### config.mk
export PLATFORM = sky130hd
export DESIGN_NAME = shmem_rr_arbiter
export DESIGN_NICKNAME = d
export VERILOG_FILES = /design/src/rtl/shmem_rr_arbiter.sv
export SDC_FILE = /design/constraint.sdc
export NUM_CORES = 1
export LEC_CHECK = 0
export ABC_AREA = 0
export BUFFER_PORTS_ARGS = -buffer_cell sky130_fd_sc_hd__buf_4
export CAP_MARGIN = 5
export CELL_PAD_IN_SITES_DETAIL_PLACEMENT = 0
export CELL_PAD_IN_SITES_GLOBAL_PLACEMENT = 1
export CORE_AREA = 2 2 133 135
export CTS_BUF_LIST = sky130_fd_sc_hd__clkbuf_16
export DETAILED_ROUTE_END_ITERATION = 6
export DIE_AREA = 0 0 135 137
export HOLD_SLACK_MARGIN = 0.15
export PLACE_DENSITY_LB_ADDON = 0.1
export SLEW_MARGIN = 25
export SYNTH_ARGS = -nofsm -noshare
export SYNTH_HDL_FRONTEND = slang
export SYNTH_SLANG_ARGS = --single-unit
### constraint.sdc
create_clock -name clk -period 3.1 [get_ports clk]
set_input_delay 0.62 -clock clk [delete_from_list [all_inputs] [get_ports clk]]
set_output_delay 0.62 -clock clk [all_outputs]
set_load 0.01 [all_outputs]
### src/rtl/shmem_rr_arbiter.sv
// Round-robin arbiter sharing one single-port, 1-cycle-latency memory among NUM_MASTERS Avalon-MM masters.
// Define SHMEM_ARB_LOCK_EN to add m_lock, which pins arbitration to one master for atomic sequences.
module shmem_rr_arbiter #(
    parameter int NUM_MASTERS = 4,
    parameter int ADDR_W      = 16,
    parameter int DATA_W      = 32,
    parameter int BE_W        = 4
) (
    input  logic                          clk,
    input  logic                          reset,
    input  logic [NUM_MASTERS*ADDR_W-1:0] m_address,
    input  logic [NUM_MASTERS-1:0]        m_read,
    input  logic [NUM_MASTERS-1:0]        m_write,
    input  logic [NUM_MASTERS*BE_W-1:0]   m_byteenable,
    input  logic [NUM_MASTERS*DATA_W-1:0] m_writedata,
`ifdef SHMEM_ARB_LOCK_EN
    input  logic [NUM_MASTERS-1:0]        m_lock,
`endif
    output logic [NUM_MASTERS-1:0]        m_waitrequest,
    output logic [DATA_W-1:0]             m_readdata,
    output logic [NUM_MASTERS-1:0]        m_readdatavalid,
    output logic                          mem_chipselect,
    output logic                          mem_write,
    output logic [ADDR_W-1:0]             mem_address,
    output logic [BE_W-1:0]               mem_byteenable,
    output logic [DATA_W-1:0]             mem_writedata,
    output logic                          mem_clken,
    input  logic [DATA_W-1:0]             mem_readdata
);

    localparam int IDX_W = (NUM_MASTERS > 1) ? $clog2(NUM_MASTERS) : 1;

    typedef enum logic [1:0] {IDLE, ISSUE, RDATA} state_t;

    state_t           state_q, state_d;
    logic [IDX_W-1:0] grant_q, grant_d;
    logic [IDX_W-1:0] last_q, last_d;
    logic [IDX_W-1:0] pick;
    logic             pick_valid;

    logic [NUM_MASTERS-1:0] req;
    logic [NUM_MASTERS-1:0] req_eff;
    logic [ADDR_W-1:0]      addr_a [NUM_MASTERS];
    logic [BE_W-1:0]        be_a   [NUM_MASTERS];
    logic [DATA_W-1:0]      wd_a   [NUM_MASTERS];

    genvar gi;
    generate
        for (gi = 0; gi < NUM_MASTERS; gi++) begin : g_unpack
            assign req[gi]    = m_read[gi] | m_write[gi];
            assign addr_a[gi] = m_address[gi*ADDR_W +: ADDR_W];
            assign be_a[gi]   = m_byteenable[gi*BE_W +: BE_W];
            assign wd_a[gi]   = m_writedata[gi*DATA_W +: DATA_W];
        end
    endgenerate

`ifdef SHMEM_ARB_LOCK_EN
    logic             lock_q, lock_d;
    logic [IDX_W-1:0] owner_q, owner_d;

    // While locked only the owner may win; last_q equals the owner so the scan lands on it.
    always_comb begin
        req_eff = req;
        if (lock_q) begin
            req_eff          = '0;
            req_eff[owner_q] = req[owner_q];
        end
    end
`else
    assign req_eff = req;
`endif

    // First requester after last_q, wrapping modulo NUM_MASTERS.
    always_comb begin
        logic [IDX_W-1:0] cand;
        pick_valid = 1'b0;
        pick       = '0;
        cand       = '0;
        for (int k = 1; k <= NUM_MASTERS; k++) begin
            cand = IDX_W'((int'(last_q) + k) % NUM_MASTERS);
            if (!pick_valid && req_eff[cand]) begin
                pick_valid = 1'b1;
                pick       = cand;
            end
        end
    end

    always_comb begin
        state_d         = state_q;
        grant_d         = grant_q;
        last_d          = last_q;
        m_waitrequest   = '1;
        m_readdatavalid = '0;
        mem_chipselect  = 1'b0;
        mem_write       = 1'b0;
        mem_address     = '0;
        mem_byteenable  = '0;
        mem_writedata   = '0;
`ifdef SHMEM_ARB_LOCK_EN
        lock_d          = lock_q;
        owner_d         = owner_q;
`endif
        case (state_q)
            IDLE: begin
                if (pick_valid) begin
                    grant_d = pick;
                    state_d = ISSUE;
                end
`ifdef SHMEM_ARB_LOCK_EN
                if (lock_q && !req[owner_q]) begin
                    lock_d = 1'b0;
                end
`endif
            end
            ISSUE: begin
                // A master that withdrew its request still gets waitrequest low, but no memory cycle.
                mem_chipselect         = req[grant_q];
                mem_write              = m_write[grant_q];
                mem_address            = addr_a[grant_q];
                mem_byteenable         = be_a[grant_q];
                mem_writedata          = wd_a[grant_q];
                m_waitrequest[grant_q] = 1'b0;
                last_d                 = grant_q;
                state_d                = (m_read[grant_q] && !m_write[grant_q]) ? RDATA : IDLE;
`ifdef SHMEM_ARB_LOCK_EN
                if (req[grant_q]) begin
                    lock_d  = m_lock[grant_q];
                    owner_d = grant_q;
                end
`endif
            end
            RDATA: begin
                m_readdatavalid[grant_q] = 1'b1;
                state_d                  = IDLE;
            end
            default: state_d = IDLE;
        endcase
    end

    assign m_readdata = mem_readdata;
    assign mem_clken  = 1'b1;

    always_ff @(posedge clk or posedge reset) begin
        if (reset) begin
            state_q <= IDLE;
            grant_q <= '0;
            last_q  <= IDX_W'(NUM_MASTERS - 1);
`ifdef SHMEM_ARB_LOCK_EN
            lock_q  <= 1'b0;
            owner_q <= '0;
`endif
        end else begin
            state_q <= state_d;
            grant_q <= grant_d;
            last_q  <= last_d;
`ifdef SHMEM_ARB_LOCK_EN
            lock_q  <= lock_d;
            owner_q <= owner_d;
`endif
        end
    end

endmodule
# Yosys cells after proc, flatten, opt, wreduce, memory -nomap -nowiden
# Index checks and enable logic that the tools add are counted.
# classes
add_sub_neg	4
magnitude_cmp	7
n_eq_ne	3
muxes	43
bitwise_logic	6
reduce_logical	11
# op_table
operator	n
2-to-1 mux 32 bit	3
binary-select mux 32 bit (select 2 bit)	1
2-to-1 mux 16 bit	3
binary-select mux 16 bit (select 2 bit)	1
2-to-1 mux 4 bit	5
less-than comparator 2 x 3 -> 1 bit (second input constant)	5
binary-select mux 1 bit (select 2 bit)	7
2-to-1 mux 1 bit	14
2-to-1 mux 2 bit	6
binary-select mux 4 bit (select 2 bit)	1
logical AND 1 bit	5
adder 2 x 1 -> 2 bit (second input constant)	2
adder 2 bit (second input constant)	2
logical NOT 1 bit	4
inverter 4 bit	1
OR 1 bit	4
one-hot mux 2 bit (2 select lines)	1
greater-or-equal comparator 3 bit (second input constant)	1
inverter 2 -> 3 bit	1
demux 1 bit (select 2 bit)	1
== test 2 x 1 -> 1 bit (second input constant)	1
== test 2 bit (second input constant)	1
greater-or-equal comparator 2 x 1 -> 1 bit (second input constant)	1
logical NOT 2 bit	1
2 further kinds	2
# totals
reg_bits	6
in_bits	250
word_cells	77

# Depth between registers and ports, before layout
# Gate-level depths: netlist of run 1.
# depth
word_depth	15
ltp_mapped	5
ltp_nobuf	4

# Least setup slack after synthesis of run 1
# Ideal clock, no wire load.
# synth_timing
path_type	reg-to-output
start	register grant_q[0]
end	output port mem_address[0]
arrival_time_ns	1.356
required_ns	2.480
setup_slack_ns	1.124
stages_incl_launch_ff	5
path_buffers	2
cell_sequence	dfrtp_1 -> buf_6 -> buf_6 -> mux4_2 -> and2_1
# synth_via
elab_chain_cells	5
# synth_rtl
element	line	rtl
from (decl)	36	logic [IDX_W-1:0] grant_q, grant_d;
from (signal assigned)	154	grant_q <= grant_d;
inverter 2 -> 3 bit (not written as such)	119	mem_address = addr_a[grant_q];
binary-select mux 16 bit (select 2 bit)	119	
2-to-1 mux 16 bit (not written as such) (2 in series)	119	
2-to-1 mux 16 bit	103	case (state_q)
to (decl)	24	output logic [ADDR_W-1:0] mem_address,
# Every way passes these cells. The select of a mux whose other input is x is not followed.

# Worst setup path after layout of run 1
# layout_timing
start	register grant_q[1]
end	output port mem_write
# layout_via
elab_chain_cells	3
# layout_rtl
element	line	rtl
binary-select mux 1 bit (select 2 bit)	118	mem_write = m_write[grant_q];
2-to-1 mux 1 bit (not written as such)	118	
2-to-1 mux 1 bit	103	
to (decl)	23	output logic mem_write,
# Every way passes these cells. The select of a mux whose other input is x is not followed.

==> results of run 1 <==
[critical path: cells and delay by family, from the launching register on]
family,cells,cell delay [ps]
buf+inv,2,490
simple gates,1,180
flops,1,880
mux,1,340
[sequential cells by signal, summed over array words and instances (netlist names)]
name	flops
grant_q	2
state_q	2
last_q	2
[routing by layer]
metal | GRT usage [%] | vias to the layer above | share of wire, %
met5 | 0 | - | 0
met2 | 21.83 | 175 | 53
met1 | 13.06 | 1293 | 35
met3 | 3.296 | 18 | 11
li1 | - | 1259 | -
met4 | 1.389 | 0 | 1.2
[worst paths after layout]
path | slack [ps] | to | start | cells past startpoint
worst max-delay path | 370 | mem_write | grant_q[1]$_DFFE_PP0P_ | 4
min in group clk | 470 | last_q[0]$_DFFE_PP1P_ | last_q[0]$_DFFE_PP1P_ | 2
max in group asynchronous | 2520 | last_q[0]$_DFFE_PP1P_ | reset | 2
worst min-delay path | 320 | grant_q[0]$_DFFE_PP0P_ | reset | 2
worst max register to register | 1320 | state_q[1]$_DFFE_PP0P_ | grant_q[1]$_DFFE_PP0P_ | 4
worst min register to register | 470 | last_q[0]$_DFFE_PP1P_ | last_q[0]$_DFFE_PP1P_ | 2
[logic make-up (layout without fill, tap and decap cells)]
| kind of cell | Yosys count | count (layout) | share of synthesized area (%) |
|---|---|---|---|
| other | 1 | 1 | 0.1602 |
| and+or+nand+nor | 85 | 85 | 20.95 |
| muxes | 55 | 55 | 52.91 |
| buffers and inverters | 55 | 293 | 16.14 |
| DFF | 6 | 6 | 6.521 |
| AOI/OAI and AO/OA | 11 | 11 | 3.314 |
[Yosys cell counts, drive strengths merged]
cell type	count	area, um^2
nand3b	2	15.01
conb	1	3.750
or3	1	6.260
nor2b	1	6.260
nand2b	2	12.51
nor4	2	12.51
o21ai	3	15.01
o21a	1	7.510
a211oi	1	7.510
buf	46	344.1
o21bai	1	7.510
a221oi	1	8.760
dfstp	2	52.55
a22o	1	8.760
nor3	3	15.01
and2b	1	7.510
nand2	9	33.78
a21oi	1	5.000
a211o	1	8.760
o32ai	1	8.760
clkbuf	7	26.28
nor3b	2	15.01
inv	2	7.510
nor2	8	30.03
and2	53	331.6
mux4	55	1239
dfrtp	4	100.1
nand3	1	5.000
[per-stage QoR]
step           area, um^2  hold WS (ps)
2_1_floorplan        2341         409.5
3_3_place_gp         4463         469.7
3_5_place_dp         4463         473.0
4_1_cts              4542         326.4
5_1_grt              4542         338.9
6_report             4542         318.2
[cell type report]
type,count,share of cell area (%)
multi-input cells,152,39.89
clock inverters,1,0.08264
inverters,2,0.1653
clock buffers,3,1.653
flip-flops and latches,6,3.471
repair buffers,287,48.54
well taps,225,6.198
[power by group]
| part | total (W) | switching, W | internal [W] |
|---|---|---|---|
| combinational | 0.00276 | 0.00106 | 0.00169 |
| sequential | 0.000341 | 0.000211 | 0.000130 |
| clock | 0.000212 | 0.0000444 | 0.000167 |
| total | 0.00331 | 0.00132 | 0.00199 |
==> flow_metrics.py, run 1 <==
metrics = {
    "status": {
        "outcome": "finished, final reports clean",
    },
    "sta": {
        "hold_viol": 0,
        "clock.fmax_mhz": 366.3,
        "skew_ps": 2.360,
        "worst_pin_slew_ps": 796.1,
        "finalCritPeriodShare_pct": 88.07,
        "setup_tns_ps": 0,
        "setup_slack_ps": 369.8,
        "rsz0062_at_grt": "false",
        "final_max_slew_viol_count": 0,
        "relSlewSlack_pct": 46.93,
        "setup_viol": 0,
        "period_needed_ps": 2730,
    },
    "detailed_routing": {
        "first_pass_iters": 4,
        "avgViaCountPerCell": 4.061,
        "drc_errors": 0,
        "wl_per_cell_um": 17.36,
        "initialDrtViolationCount": 63,
        "num_vias": 2745,
        "postRouteAntennaNets": 0,
        "wirelength_um": 11740,
    },
    "final_layout": {
        "antenna_cells": 0,
        "fin_nets": 702,
        "final_core_util_pct": 26.63,
        "drive_above_1_share_pct": 77.61,
        "fillers": 1884,
        "multiInputGateArea_mm2": 0.001812,
        "final_common_cell": "buf_4",
        "area_growth_pct": 94.01,
        "mostFrequentLayoutCells": "283 x buf_4, 55 x mux4_2, 53 x and2_1, 9 x nand2_1, 8 x nor2_1",
        "finalNonFillerCells": 676,
        "seq_area_um2": 157.7,
    },
    "die": {
        "floorplan.initialDensity_pct": 13.73,
        "io_pins": 345,
        "die_w_um": 135,
        "die_h_um": 137,
        "die-area_mm2": 0.01850,
        "core_area_mm2": 0.01706,
        "rows": 48,
    },
    "worst_setup_path": {
        "crit_fanout": 30,
        "crit_path_end_kind": "output port",
        "crit_path_top_delay_cell": "dfrtp_2",
        "worstSetupPathType": "reg2out",
        "arrival_ps": 2110,
        "critPathMaxStageDelay_ps": 880,
        "start_kind": "flop",
        "crit_required_ps": 2480,
        "cpMostUsedCell": "buf_4",
        "path_cells": "buf_4 > mux4_2 > and2_1 > buf_4",
    },
    "clock_network": {
        "post-cts-setup-buffers": 0,
        "clk_pin_slew_ps": 40,
        "cts_made_buffers": 3,
        "clockBufferDepth": 2,
        "htreeDepth": 1,
        "cts_tree": "built",
        "postCtsHoldBufs": 0,
        "cts_resized": 0,
        "cts_root_buf": "clkbuf_16",
        "clkLatencyLatePin_ps": 230,
        "cts.sinks": 6,
    },
    "power_and_ir_drop": {
        "power_density_mw_per_mm2": 728.8,
        "total_power_w": 0.003310,
        "p_leak_nw": 2.105,
        "irDropWorstVdd_mv": 0.2816,
    },
    "global_route": {
        "grt.overflow.total": 0,
        "grt_usage_pct": 11.48,
        "antenna_found_initial": 0,
        "grt_first_pass_wirelength_um": 16530,
        "grt_max_degree": 46,
        "grt_pass1_vias": 2863,
    },
    "synth": {
        "synth.avg_cell_area_um2": 10.99,
        "synth_cell_types": 30,
        "yosys_warnings": 0,
        "synth_nets": 463,
        "synth_area_mm2": 0.002341,
        "ys_seq_elements": 6,
        "synthCells": 213,
        "ys_seq_area_share_pct": 6.521,
    },
    "placed_design": {
        "gp_congestion": 0.7395,
        "io_buffers": 279,
        "place_inst": 672,
        "dpl.hpwl_um": 9920,
        "post-place-ws_ps": 550.7,
    },
    "hold_path": {
        "hp-class": "in2async",
    },
    "run": {
        "cap_violations": 0,
    },
}
Power figures use the tool's default switching activity.
==> inputs of run 2 (changes only) <==
--- a/config.mk
+++ b/config.mk
@@ -10,10 +10,10 @@
 export CAP_MARGIN = 5
 export CELL_PAD_IN_SITES_DETAIL_PLACEMENT = 0
 export CELL_PAD_IN_SITES_GLOBAL_PLACEMENT = 1
-export CORE_AREA = 2 2 133 135
+export CORE_AREA = 2 2 132 134
 export CTS_BUF_LIST = sky130_fd_sc_hd__clkbuf_16
 export DETAILED_ROUTE_END_ITERATION = 6
-export DIE_AREA = 0 0 135 137
+export DIE_AREA = 0 0 134 136
 export HOLD_SLACK_MARGIN = 0.15
 export PLACE_DENSITY_LB_ADDON = 0.1
 export SLEW_MARGIN = 25
==> constraint.sdc (replaced) <==
create_clock -name clk -period 2.6 [get_ports clk]
set_input_delay 0.52 -clock clk [delete_from_list [all_inputs] [get_ports clk]]
set_output_delay 0.52 -clock clk [all_outputs]
set_load 0.01 [all_outputs]
==> run 2 against run 1 <==
Global-route usage is 0.68 points higher. Die area shrank 1.5%. Clock skew hardly changed. Utilization is 0.52 points higher. Total power grew 22%. Critical path type unchanged. Largest power group unchanged.
==> flow_metrics.py, run 2 (same netlist as run 1, synthesis figures left out) <==
metrics = {
    "die": {
        "core_area_mm2": 0.01688,
        "die_h_um": 136,
        "die-area_mm2": 0.01822,
        "die_w_um": 134,
        "io_pins": 345,
        "floorplan.initialDensity_pct": 13.87,
        "rows": 48,
    },
    "detailed_routing": {
        "initialDrtViolationCount": 68,
        "drc_errors": 0,
        "first_pass_iters": 4,
        "num_vias": 2764,
        "postRouteAntennaNets": 0,
        "avgViaCountPerCell": 4.077,
        "wl_per_cell_um": 17.94,
        "wirelength_um": 12160,
    },
    "global_route": {
        "grt.overflow.total": 0,
        "grt_first_pass_wirelength_um": 17220,
        "grt_max_degree": 60,
        "grt_usage_pct": 12.15,
        "antenna_found_initial": 0,
        "grt_pass1_vias": 2971,
    },
    "clock_network": {
        "cts_tree": "built",
        "clockBufferDepth": 2,
        "clkLatencyLatePin_ps": 230,
        "cts_resized": 0,
        "cts_root_buf": "clkbuf_16",
        "htreeDepth": 1,
        "cts_made_buffers": 3,
        "postCtsHoldBufs": 0,
        "post-cts-setup-buffers": 0,
        "cts.sinks": 6,
        "clk_pin_slew_ps": 40,
    },
    "sta": {
        "clock.fmax_mhz": 413.3,
        "setup_slack_ps": 180.7,
        "hold_viol": 0,
        "setup_viol": 0,
        "final_max_slew_viol_count": 0,
        "relSlewSlack_pct": 60.93,
        "rsz0062_at_grt": "false",
        "setup_tns_ps": 0,
        "period_needed_ps": 2419,
        "skew_ps": 2.167,
        "worst_pin_slew_ps": 586.0,
        "finalCritPeriodShare_pct": 93.05,
    },
    "final_layout": {
        "reg_top3": "grant_q: 2 flops, last_q: 2 flops, state_q: 2 flops",
        "drive_above_1_share_pct": 77.70,
        "mostFrequentLayoutCells": "283 x buf_4, 55 x mux4_2, 53 x and2_1, 9 x nand2_1, 8 x nor2_1",
        "fillers": 1821,
        "final_common_cell": "buf_4",
        "fin_nets": 704,
        "antenna_cells": 0,
        "design_area_mm2": 0.004582,
        "area_growth_pct": 95.72,
    },
    "worst_setup_path": {
        "crit_required_ps": 2080,
        "start_kind": "flop",
        "crit_path_end_kind": "output port",
        "worstSetupPathType": "reg2out",
        "arrival_ps": 1900,
        "crit_fanout": 21,
    },
    "placed_design": {
        "dpl.hpwl_um": 10330,
        "gp_congestion": 0.8115,
        "io_buffers": 279,
        "post-place-ws_ps": 405.6,
        "placed_cell_area_mm2": 0.004503,
    },
    "status": {
        "outcome": "finished, final reports clean",
    },
    "run": {
        "cap_violations": 0,
    },
    "power_and_ir_drop": {
        "total_power_w": 0.004049,
        "power_density_mw_per_mm2": 883.7,
        "p_leak_nw": 2.124,
        "irDropWorstVdd_mv": 0.3604,
    },
    "hold_path": {
        "hp-class": "in2async",
    },
}
run 2: cell types whose count changed in the layout (fill, tap and decap cells not counted), sizes merged:
cell  change
buf       +2
run 2: worst paths after layout:
check                                        from                endpoint  slack, ps  cells past startpoint
min in group clk            last_q[0]$_DFFE_PP1P_   last_q[0]$_DFFE_PP1P_        480                      2
setup reg to reg           grant_q[0]$_DFFE_PP0P_  state_q[1]$_DFFE_PP0P_        970                      4
setup / recovery           grant_q[1]$_DFFE_PP0P_               mem_write        180                      4
max in group asynchronous                   reset   last_q[0]$_DFFE_PP1P_       2120                      2
hold / removal                              reset  grant_q[0]$_DFFE_PP0P_        220                      2
hold reg to reg             last_q[0]$_DFFE_PP1P_   last_q[0]$_DFFE_PP1P_        480                      2
run 2: through the flow:
stage / utilization, % / hold WS [ps] / cells
6_report: 27.15 / 218.7 / 678
2_1_floorplan: - / 309.5 / 213
4_1_cts: 27.15 / 229.2 / 678
3_5_place_dp: 26.68 / 475.2 / 674
3_3_place_gp: 26.68 / 464.5 / 674
5_1_grt: 27.15 / 239.4 / 678
run 2: layer usage:
layer / track usage [%] / up-vias / share of wire (%)
li1: - / 1263 / -
met2: 23.16 / 159 / 54
met4: 1.655 / 0 / 0.98
met1: 13.96 / 1330 / 37
met5: 0 / - / 0
met3: 3.057 / 12 / 8.1
run 2: final cells by class:
| class | instances | area (um^2) | share of cell area [%] |
|---|---|---|---|
| Multi-Input combinational cell | 152 | 1812 | 39.54 |
| Inverter | 2 | 7.507 | 0.1638 |
| Tap cell | 225 | 281.5 | 6.144 |
| Timing Repair Buffer | 289 | 2245 | 48.99 |
| Clock buffer | 3 | 75.07 | 1.638 |
| Clock inverter | 1 | 3.754 | 0.08192 |
| Sequential cell | 6 | 157.7 | 3.441 |
run 2: critical path, stage by stage (launching register included):
cell and delay, ps:
dfrtp_2 740, buf_4 280, mux4_2 320, and2_1 180
buf_4 140
run 2: where the power goes:
group / internal, W / switching [W] / total (W)
clock network: 0.000200 / 0.0000575 / 0.000257
logic: 0.00208 / 0.00138 / 0.00346
registers: 0.000157 / 0.000175 / 0.000332
==> inputs of run 3 (changes only) <==
==> constraint.sdc (replaced) <==
create_clock -name clk -period 2.6 [get_ports clk]
set_input_delay 0.52 -clock clk [delete_from_list [all_inputs] [get_ports clk]]
set_output_delay 0.52 -clock clk [all_outputs]
set_load 0.005 [all_outputs]
==> run 3 against run 2 <==
Count of clock-buffer cells in the layout unchanged. Clock skew up 0.81 ps. Via count down 1.1%. Largest cell class unchanged. Largest power group unchanged.
==> flow_metrics.py, run 3 (same netlist as run 1, synthesis figures left out) <==
metrics = {
    "status": {
        "outcome": "finished, final reports clean",
    },
    "sta": {
        "setup_tns_ps": 0,
        "clock.fmax_mhz": 416.0,
        "holdWs_ps": 219.7,
        "relSlewSlack_pct": 60.25,
        "finalCritPeriodShare_pct": 92.46,
        "setup_slack_ps": 196.0,
        "worst_pin_slew_ps": 596.2,
        "skew_ps": 2.980,
        "final_max_slew_viol_count": 0,
        "setup_viol": 0,
        "period_needed_ps": 2404,
        "rsz0062_at_grt": "false",
        "hold_viol": 0,
    },
    "clock_network": {
        "cts_resized": 0,
        "clk_pin_slew_ps": 40,
        "htreeDepth": 1,
        "cts_made_buffers": 3,
        "cts.sinks": 6,
        "clkLatencyLatePin_ps": 230,
        "cts_root_buf": "clkbuf_16",
        "postCtsHoldBufs": 0,
        "cts_tree": "built",
        "clockBufferDepth": 2,
        "post-cts-setup-buffers": 0,
    },
    "worst_setup_path": {
        "crit_path_end_kind": "output port",
        "worst-r2r-cell-count": 4,
        "r2r-start": "grant_q[0]$_DFFE_PP0P_",
        "start_kind": "flop",
        "r2r_slack_ps": 970,
        "worstReg2RegEnd": "state_q[1]$_DFFE_PP0P_",
        "crit_required_ps": 2080,
        "arrival_ps": 1880,
        "worstSetupPathType": "reg2out",
        "crit_fanout": 21,
    },
    "power_and_ir_drop": {
        "irDropWorstVdd_mv": 0.4044,
        "power_density_mw_per_mm2": 834.9,
        "p_leak_nw": 2.124,
    },
    "detailed_routing": {
        "num_vias": 2734,
        "wl_per_cell_um": 17.47,
        "topRoutingLayerUsed": "met4",
        "drc_errors": 0,
        "dr_wl_met3_um": 1089,
        "wirelength_um": 11840,
        "postRouteAntennaNets": 0,
        "wl_met2_um": 6383,
        "initialDrtViolationCount": 72,
        "wl_met1_um": 4251,
        "first_pass_iters": 4,
        "avgViaCountPerCell": 4.032,
    },
    "final_layout": {
        "fin_nets": 704,
        "drive_above_1_share_pct": 77.70,
        "reg_top3": "grant_q: 2 flops, last_q: 2 flops, state_q: 2 flops",
        "antenna_cells": 0,
        "final_core_util_pct": 27.15,
        "area_growth_pct": 95.72,
        "final_common_cell": "buf_4",
        "mostFrequentLayoutCells": "283 x buf_4, 55 x mux4_2, 53 x and2_1, 9 x nand2_1, 8 x nor2_1",
    },
    "placed_design": {
        "post-place-ws_ps": 398.9,
        "gp_congestion": 0.8159,
        "dpl.hpwl_um": 9957,
        "io_buffers": 279,
    },
    "die": {
        "die_h_um": 136,
        "die-area_mm2": 0.01822,
        "rows": 48,
        "floorplan.initialDensity_pct": 13.87,
        "die_w_um": 134,
        "core_area_mm2": 0.01688,
        "io_pins": 345,
    },
    "hold_path": {
        "hp-class": "in2async",
    },
    "global_route": {
        "grt_pass1_vias": 2898,
        "grt_first_pass_wirelength_um": 16770,
        "grt_usage_pct": 11.91,
        "grt_max_degree": 60,
        "grt.overflow.total": 0,
        "antenna_found_initial": 0,
    },
    "run": {
        "cap_violations": 0,
    },
}
## run 3: worst max-delay path, stage by stage, from the launching register on
cell and delay [ps]:
dfrtp_2 740, buf_4 280, mux4_2 330, and2_1 170, buf_4 130
## run 3: where the power goes
part           internal (W)  switching, W
clock              0.000200     0.0000540
combinational       0.00206       0.00118
sequential         0.000157      0.000176
total               0.00242       0.00141
## run 3: how the worst max path moves through the flow
stage / cells after the start / to / slack, ps / from
2_1_floorplan: 4 / mem_address[0] / 750 / grant_q[0]$_DFFE_PP0P_
3_3_place_gp: 4 / mem_write / 410 / grant_q[1]$_DFFE_PP0P_
3_5_place_dp: 4 / mem_write / 400 / grant_q[1]$_DFFE_PP0P_
6_report: 4 / mem_write / 200 / grant_q[1]$_DFFE_PP0P_
4_1_cts: 4 / mem_write / 160 / grant_q[1]$_DFFE_PP0P_
5_1_grt: 4 / mem_write / 60 / grant_q[1]$_DFFE_PP0P_
## run 3: stage by stage
stage	std cells	cell area [um^2]	power, W
2_1_floorplan	213	2341	0.002159
3_3_place_gp	674	4503	0.003672
3_5_place_dp	674	4503	0.003672
4_1_cts	678	4582	0.003935
5_1_grt	678	4582	0.004176
6_report	678	4582	0.003826
## run 3: final cells by class
cell class              instances  area [um^2]
multi-input cells             152         1812
well taps                     225        281.5
clock buffers                   3        75.07
clock inverters                 1        3.754
fillers                      1833        12290
repair buffers                289         2245
flip-flops and latches          6        157.7
inverters                       2        7.507
## run 3: metal layers
layer / global-route usage [%] / vias up
met4: 1.241 / 0
met5: 0 / -
met1: 13.52 / 1302
li1: - / 1263
met3: 3.318 / 12
met2: 22.82 / 157
